==> src/rtl/fetch_queue.sv <==
// Instruction fetch front end: issues PCs to a synchronous imem and queues tagged responses for decode.
// Optional FETCH_QUEUE_BYPASS_EN forwards a response straight to the head when the queue is empty.
module fetch_queue #(
  parameter int PC_WIDTH    = 32,
  parameter int INSTR_WIDTH = 32,
  parameter int DEPTH       = 4
) (
  input  logic                   clk,
  input  logic                   rst,
  input  logic [PC_WIDTH-1:0]    pc,
  output logic                   pc_override,
  output logic [PC_WIDTH-1:0]    pc_in,
  output logic                   imem_req,
  output logic [PC_WIDTH-1:0]    imem_addr,
  input  logic [INSTR_WIDTH-1:0] imem_rdata,
  input  logic                   redirect_valid,
  input  logic [PC_WIDTH-1:0]    redirect_pc,
  output logic                   instr_valid,
  input  logic                   instr_ready,
  output logic [INSTR_WIDTH-1:0] instr_out,
  output logic [PC_WIDTH-1:0]    instr_pc
);

  localparam int PTR_W = $clog2(DEPTH);
  localparam int CNT_W = PTR_W + 1;

  typedef enum logic [1:0] {ST_RUN, ST_HOLD, ST_FLUSH} state_e;

  logic [INSTR_WIDTH-1:0] data_mem [DEPTH];
  logic [PC_WIDTH-1:0]    pc_mem   [DEPTH];

  logic [PTR_W-1:0]    rd_ptr_q, rd_ptr_d, wr_ptr_q, wr_ptr_d;
  logic [CNT_W-1:0]    count_q, count_d;
  logic                infl_q, infl_d;
  logic [PC_WIDTH-1:0] infl_pc_q, infl_pc_d;
  state_e              state_q, state_d;

  logic [CNT_W-1:0] occupancy;
  logic             credit_ok, issue, queue_empty, bypass_hit;
  logic             pop, q_pop, push;

  // Credit counts the in-flight word; a same-cycle pop is deliberately ignored
  // so instr_ready never reaches imem_req combinationally.
  assign occupancy   = count_q + CNT_W'(infl_q);
  assign credit_ok   = occupancy < CNT_W'(DEPTH);
  assign issue       = !rst && !redirect_valid && credit_ok;
  assign queue_empty = (count_q == '0);

`ifdef FETCH_QUEUE_BYPASS_EN
  assign bypass_hit = queue_empty && infl_q && !redirect_valid;
`else
  assign bypass_hit = 1'b0;
`endif

  always_comb begin
    instr_valid = !queue_empty || bypass_hit;
    instr_out   = '0;
    instr_pc    = '0;
    if (!queue_empty) begin
      instr_out = data_mem[rd_ptr_q];
      instr_pc  = pc_mem[rd_ptr_q];
    end else if (bypass_hit) begin
      instr_out = imem_rdata;
      instr_pc  = infl_pc_q;
    end
  end

  assign pop   = instr_valid && instr_ready;
  assign q_pop = pop && !queue_empty;
  // A bypassed word that is consumed on arrival never enters the queue.
  assign push  = infl_q && !redirect_valid && !(bypass_hit && pop);

  always_comb begin
    imem_req    = issue;
    imem_addr   = pc;
    pc_override = 1'b0;
    pc_in       = '0;
    if (!rst) begin
      if (redirect_valid) begin
        pc_override = 1'b1;
        pc_in       = redirect_pc;
      end else begin
        pc_override = !issue;
        pc_in       = pc;
      end
    end
  end

  always_comb begin
    rd_ptr_d  = rd_ptr_q + PTR_W'(q_pop);
    wr_ptr_d  = wr_ptr_q + PTR_W'(push);
    count_d   = count_q + CNT_W'(push) - CNT_W'(q_pop);
    infl_d    = issue;
    infl_pc_d = issue ? pc : infl_pc_q;
    if (redirect_valid) begin
      rd_ptr_d = '0;
      wr_ptr_d = '0;
      count_d  = '0;
      infl_d   = 1'b0;
    end
  end

  always_comb begin
    state_d = state_q;
    if (redirect_valid) begin
      state_d = ST_FLUSH;
    end else begin
      case (state_q)
        ST_FLUSH: state_d = ST_RUN;
        ST_RUN:   state_d = credit_ok ? ST_RUN : ST_HOLD;
        ST_HOLD:  state_d = credit_ok ? ST_RUN : ST_HOLD;
        default:  state_d = ST_RUN;
      endcase
    end
  end

  always_ff @(posedge clk or posedge rst) begin
    if (rst) begin
      rd_ptr_q  <= '0;
      wr_ptr_q  <= '0;
      count_q   <= '0;
      infl_q    <= 1'b0;
      infl_pc_q <= '0;
      state_q   <= ST_RUN;
    end else begin
      rd_ptr_q  <= rd_ptr_d;
      wr_ptr_q  <= wr_ptr_d;
      count_q   <= count_d;
      infl_q    <= infl_d;
      infl_pc_q <= infl_pc_d;
      state_q   <= state_d;
    end
  end

  // Payload storage needs no reset: count_q gates every read.
  always_ff @(posedge clk) begin
    if (push) begin
      data_mem[wr_ptr_q] <= imem_rdata;
      pc_mem[wr_ptr_q]   <= infl_pc_q;
    end
  end

endmodule

==> config.mk <==
export PLATFORM = sky130hd
export DESIGN_NAME = fetch_queue
export DESIGN_NICKNAME = d
export VERILOG_FILES = /design/src/rtl/fetch_queue.sv
export SDC_FILE = /design/constraint.sdc
export NUM_CORES = 1
export LEC_CHECK = 0
export BUFFER_PORTS_ARGS = -buffer_cell sky130_fd_sc_hd__clkbuf_2
export CAP_MARGIN = 5
export CORE_ASPECT_RATIO = 0.6
export CORE_MARGIN = 1
export CORE_UTILIZATION = 55
export CTS_CLUSTER_SIZE = 14
export DETAILED_ROUTE_END_ITERATION = 6
export PLACE_DENSITY = 0.81
export SYNTH_ARGS = -nofsm -noshare
export SYNTH_HDL_FRONTEND = slang
export SYNTH_SLANG_ARGS = --single-unit
==> constraint.sdc <==
create_clock -name clk -period 7.6 [get_ports clk]
set_input_delay 1.14 -clock clk [delete_from_list [all_inputs] [get_ports clk]]
set_output_delay 1.14 -clock clk [all_outputs]
set_load 0.01 [all_outputs]
# After elaboration in Yosys (flattened, before gate mapping)
# Memories as Yosys holds them, arrays and structs flattened.
# Index checks and enable logic that the tools add are counted.
# totals
ramBits,256
mem_count,2
out_inout_bits,131
reg_bits,40
word_cells,35
in_bits,100
# op_classes
magnitude_cmp,1
n_reduce_logical,10
muxes,12
add_sub_neg,5
# memory_table
memory,depth,word_bits,read_ports,rd_clocked_by_memory_dff,write_ports,line,text
data_mem,4,32,1,0,1,29,logic [INSTR_WIDTH-1:0] data_mem [DEPTH];
pc_mem,4,32,1,0,1,30,logic [PC_WIDTH-1:0] pc_mem [DEPTH];
# op_table
operator,n
32-bit 2-to-1 mux,4
3-bit by 1-bit adder with 3-bit output,2
1-bit logical AND,5
1-bit 2-to-1 mux,5
2-bit by 1-bit adder with 2-bit output,2
1-bit logical NOT,4
2-bit 2-to-1 mux,2
3-bit logical NOT,1
"3-bit less-than comparator, second input constant",1
3-bit 2-to-1 mux,1
3-bit by 1-bit subtractor with 3-bit output,1

# Longest topological paths before layout
# logic_depth
word_depth,6
depth_mapped,11
mapped_depth_nobuf,10

# Worst setup path after synthesis
# OpenSTA, ideal clock, no wires.
# synth_path
kind,in2reg
from,in redirect_valid
to,mem data_mem[1][0] (enable)
cell_stages,3
setup_ns,0.578
arrival_ns,6.160
slack_ns,0.862
required_ns,7.022
path_cell_list,buf_2 nand2b_1 nor3b_1
# synth_between
elab_chain_cells,4
# synth_rtl
element,line,text
from (decl),16,"input logic redirect_valid,"
1-bit logical NOT,71,assign push = infl_q && !redirect_valid && !(bypass_hit && pop);
1-bit logical AND,71,
1-bit 2-to-1 mux,137,if (push) begin
1-bit 2-to-1 mux (implied by the code),138,data_mem[wr_ptr_q] <= imem_rdata;
to (decl),29,
# No other way between the ends.

# Worst setup path after layout
# layout_path
from,reg rd_ptr_q[0]
to,out instr_out[31]
# layout_between
elab_chain_cells,2
# layout_rtl
element,line,text
from (decl),32,"logic [PTR_W-1:0] rd_ptr_q, rd_ptr_d, wr_ptr_q, wr_ptr_d;"
from (signal assigned),126,rd_ptr_q <= rd_ptr_d;
memory read 4 x 32 bit,-,
32-bit 2-to-1 mux,59,if (!queue_empty) begin
to (decl),20,"output logic [INSTR_WIDTH-1:0] instr_out,"
# No other way between the ends.

==> metrics.md <==
| Metric | Value |
|---|---|
| Fin Setup TNS | 0 ps |
| Placement Cell Area | approximately 0.013 mm² |
| Crit Path Max Fanout | 37 |
| Tcrit/Tclk final | a little over half |
| Total power | between 4000 and 5000 µW |
| Met1 WL | about 11 mm |
| Final net count | about 900 |
| Crit path launch | rd_ptr_q[0] |
| Hold Path Origin | infl_pc_q[30] |
| Worst r2r src | count_q[2] |
| Count of buffers from port buffering | between 200 and 250 |
| CTS Hold Buffers Added | 0 |
| Yosys reg bits | slightly below 300 |
| Unrepaired setup endpoints after global routing | false |
| TritonCTS clock tree | built |
| Global route total overflow | 0 |
| Initial Util | 56.8% |
| Largest net degree at the start of global routing | 66 |
| Max-slew headroom | 32.4% |
| Design Area, Final | about 0.014 mm² |
| Die W | between 150 and 200 µm |
| Worst EP arrival | between 3000 and 4000 ps |
| Final Hold Viols | 0 |
| Clk root buf | clkbuf_16 |
| Worst setup path class | flop to primary output |
| Max-slew violation count | 0 |
| Total Routed Length | roughly 23 mm |
| Die Height | 117 µm |
| CP required | around 6500 ps |
| Status | complete, but fails checks |
| Mapped Cells | 621 |
| Core region area | 0.0213 mm² |
| Sw frac | 27.0% |
| Combinational power share | 23.2% |
| Num CTS Buffers | 26 |
| Post-DR vias/cell | ~5.4 |
| Iter 0 DRT Violations | 404 |
| Num rows | 41 |
| Worst slew pin tran | a little over 1000 ps |
| Post-place setup slack | around 3800 ps |
| Share of power burned in registers | about half |
| Max-cap viol count | 0 |
| Fraction of the yosys area taken by sequential cells | 71.8% |
| Fraction of layout instances using a drive strength above 1 | 43.9% |
| Drt drc | 9 |
| Clock Skews | about 16 ps |
| Initial antenna violation count | 0 |
| Number of global-route vias before repair | ~6100 |
| Fillers | approximately 1500 |
| Area growth syn-to-layout | 15.5% |
| Peak VDD IR | 0.213 mV |
| Mapped Area | roughly 0.012 mm² |
| Power density of the placed cells | 316 mW/mm² |
| Drt wl/cell | 20.6 µm |
| Unique masters post-synth | 29 |
| Cell-internal power | approximately 3200 µW |
| Final hold slack | about 510 ps |
| Antenna diodes | 0 |
| Syn Area/Cell | 19.5 µm² |
| Via Count | between 6000 and 7000 |
| Clock sinks | between 200 and 300 |
| CP Capture Type | primary output |
| YS warnings | 0 |
| Post-CTS setup buffers | 0 |
| Die Footprint | 0.0226 mm² |
| Min-delay worst type | flop to flop |
| I/O pin total | 231 |
| Post-DRT Antenna Nets | 0 |
| Clock share of power | between 20% and 30% |
| CTS resizes | 0 |
| Hpwl dp | 14.0 mm |
| Pleak | roughly 0.0052 µW |
| F_max | between 200 and 250 MHz |
| Min Tclk post-route | ~4200 ps |
| Mapped Nets | between 700 and 800 |
| Worst-path clk slew | 70 ps |
| Failing checks | DRC |
| # H-tree levels | 1 |
| DR top layer | met4 |
| Met3 wire length | roughly 1.2 mm |
| First-pass GRT wire length | about 35 mm |
| Setup ws final | roughly 3400 ps |
| Crit path launch type | flop |
| Pre-Repair DR Iteration Count | 7 |
| Net Switching | roughly 1200 µW |
| Final setup viols | 0 |
| Max clock buf depth | 3 |
| GP Congestion | 0.722 |
| Met2 WL post-DR | between 10 and 15 mm |
| Worst-skew pair later-pin latency | approximately 520 ps |
| Reg2reg setup slack | approximately 4400 ps |
| Global Route Usage Sum | roughly a fifth |
## routing by layer
| layer | vias to the layer above | track usage (%) |
|---|---|---|
| li1 | 2775 | - |
| met1 | 3091 | 30.8 |
| met2 | 204 | 33.5 |
| met3 | 23 | 3.24 |
| met4 | 0 | 4.43 |
| met5 | - | 0 |
## flip-flops by register name, summed over array words and instances, names as in the netlist
register	count
rd_ptr_q	2
infl_q	1
data_mem	128
pc_mem	128
count_q	3
wr_ptr_q	2
infl_pc_q	32
## per-stage QoR
stage,util [%],cells
after CTS,65.7,1119
after floorplan,-,621
final,65.7,1119
after global placement,61.9,1073
after global routing,65.7,1119
after detailed placement,61.9,1073
## logic make-up (layout without fill, tap and decap cells)
kind of cell	after synthesis	in the layout	synth area share, %
adders and majority gates	5	5	0.579
AOI/OAI and AO/OA	2	2	0.186
DFF	296	296	71.8
and+or+nand+nor	116	116	5.18
buffers and inverters	71	290	4.39
muxes	128	128	17.7
xor gates and xnor gates	3	3	0.217
## path summary, 6_finish.rpt
kind                                  to  depth (start not counted)
min reg2reg                pc_mem[0][30]                          0
min in group asynchronous    wr_ptr_q[1]                          2
max                        instr_out[31]                          4
max in group asynchronous    rd_ptr_q[1]                          2
min                        pc_mem[0][30]                          0
max reg2reg                   count_q[2]                         11
## Yosys cell counts
library cell | number | share of area, %
a31oi_1 | 1 | 0.052
and2_1 | 66 | 3.4
and3_1 | 1 | 0.052
and4_1 | 1 | 0.072
buf_12 | 6 | 0.99
buf_2 | 11 | 0.45
buf_4 | 33 | 2.0
buf_6 | 4 | 0.37
clkbuf_1 | 11 | 0.34
dfrtp_1 | 40 | 8.3
edfxtp_1 | 256 | 64
fa_1 | 1 | 0.17
ha_1 | 4 | 0.41
inv_1 | 6 | 0.19
mux2_1 | 2 | 0.19
mux2_2 | 30 | 2.8
mux2i_1 | 32 | 2.6
mux4_1 | 4 | 0.87
mux4_2 | 60 | 11
nand2_1 | 1 | 0.031
nand2b_1 | 1 | 0.052
nor2_1 | 39 | 1.2
nor2b_1 | 3 | 0.16
nor3_1 | 2 | 0.083
nor3b_1 | 1 | 0.062
o21ai_4 | 1 | 0.13
or3_1 | 1 | 0.052
xnor2_1 | 2 | 0.14
xor2_1 | 1 | 0.072
## cell usage in the layout (no fill, tap or decap), types with 2 or more instances in the layout
cell type	Yosys	layout
and2_1	66	66
buf_4	33	8
clkbuf_1	11	13
clkbuf_16	0	27
clkbuf_2	0	230
clkbuf_8	0	2
dfrtp_1	40	38
dfrtp_4	0	2
edfxtp_1	256	256
ha_1	4	4
inv_1	6	5
mux2_1	2	2
mux2_2	30	30
mux2i_1	32	32
mux4_1	4	4
mux4_2	60	60
nor2_1	39	38
nor2b_1	3	3
xnor2_1	2	2
## worst max-delay path, stage by stage, from the launching register on
cell      delay [ps]
dfrtp_4          810
buf_4            710
mux4_1           640
and2_1           180
clkbuf_2         120
## final cells by class
class / instances / area (µm²) / area share (%)
sequential: 296 / 8700 / 62.2
clock inverter: 4 / 46.3 / 0.331
inverter: 6 / 22.5 / 0.161
clock buffer: 42 / 752 / 5.38
multi-input combinational: 254 / 2910 / 20.8
timing repair buffer: 238 / 1210 / 8.66
tap: 279 / 349 / 2.50
## power by group through the flow
stage	logic [µW]	registers (µW)	clock network, µW
2_1_floorplan	820	2080	0
3_3_place_gp	1030	2180	0
3_5_place_dp	1040	2190	0
4_1_cts	1050	2150	1270
5_1_grt	1120	2180	1330
6_report	1020	2150	1240
Note: power is estimated with default switching activity, not from simulation.
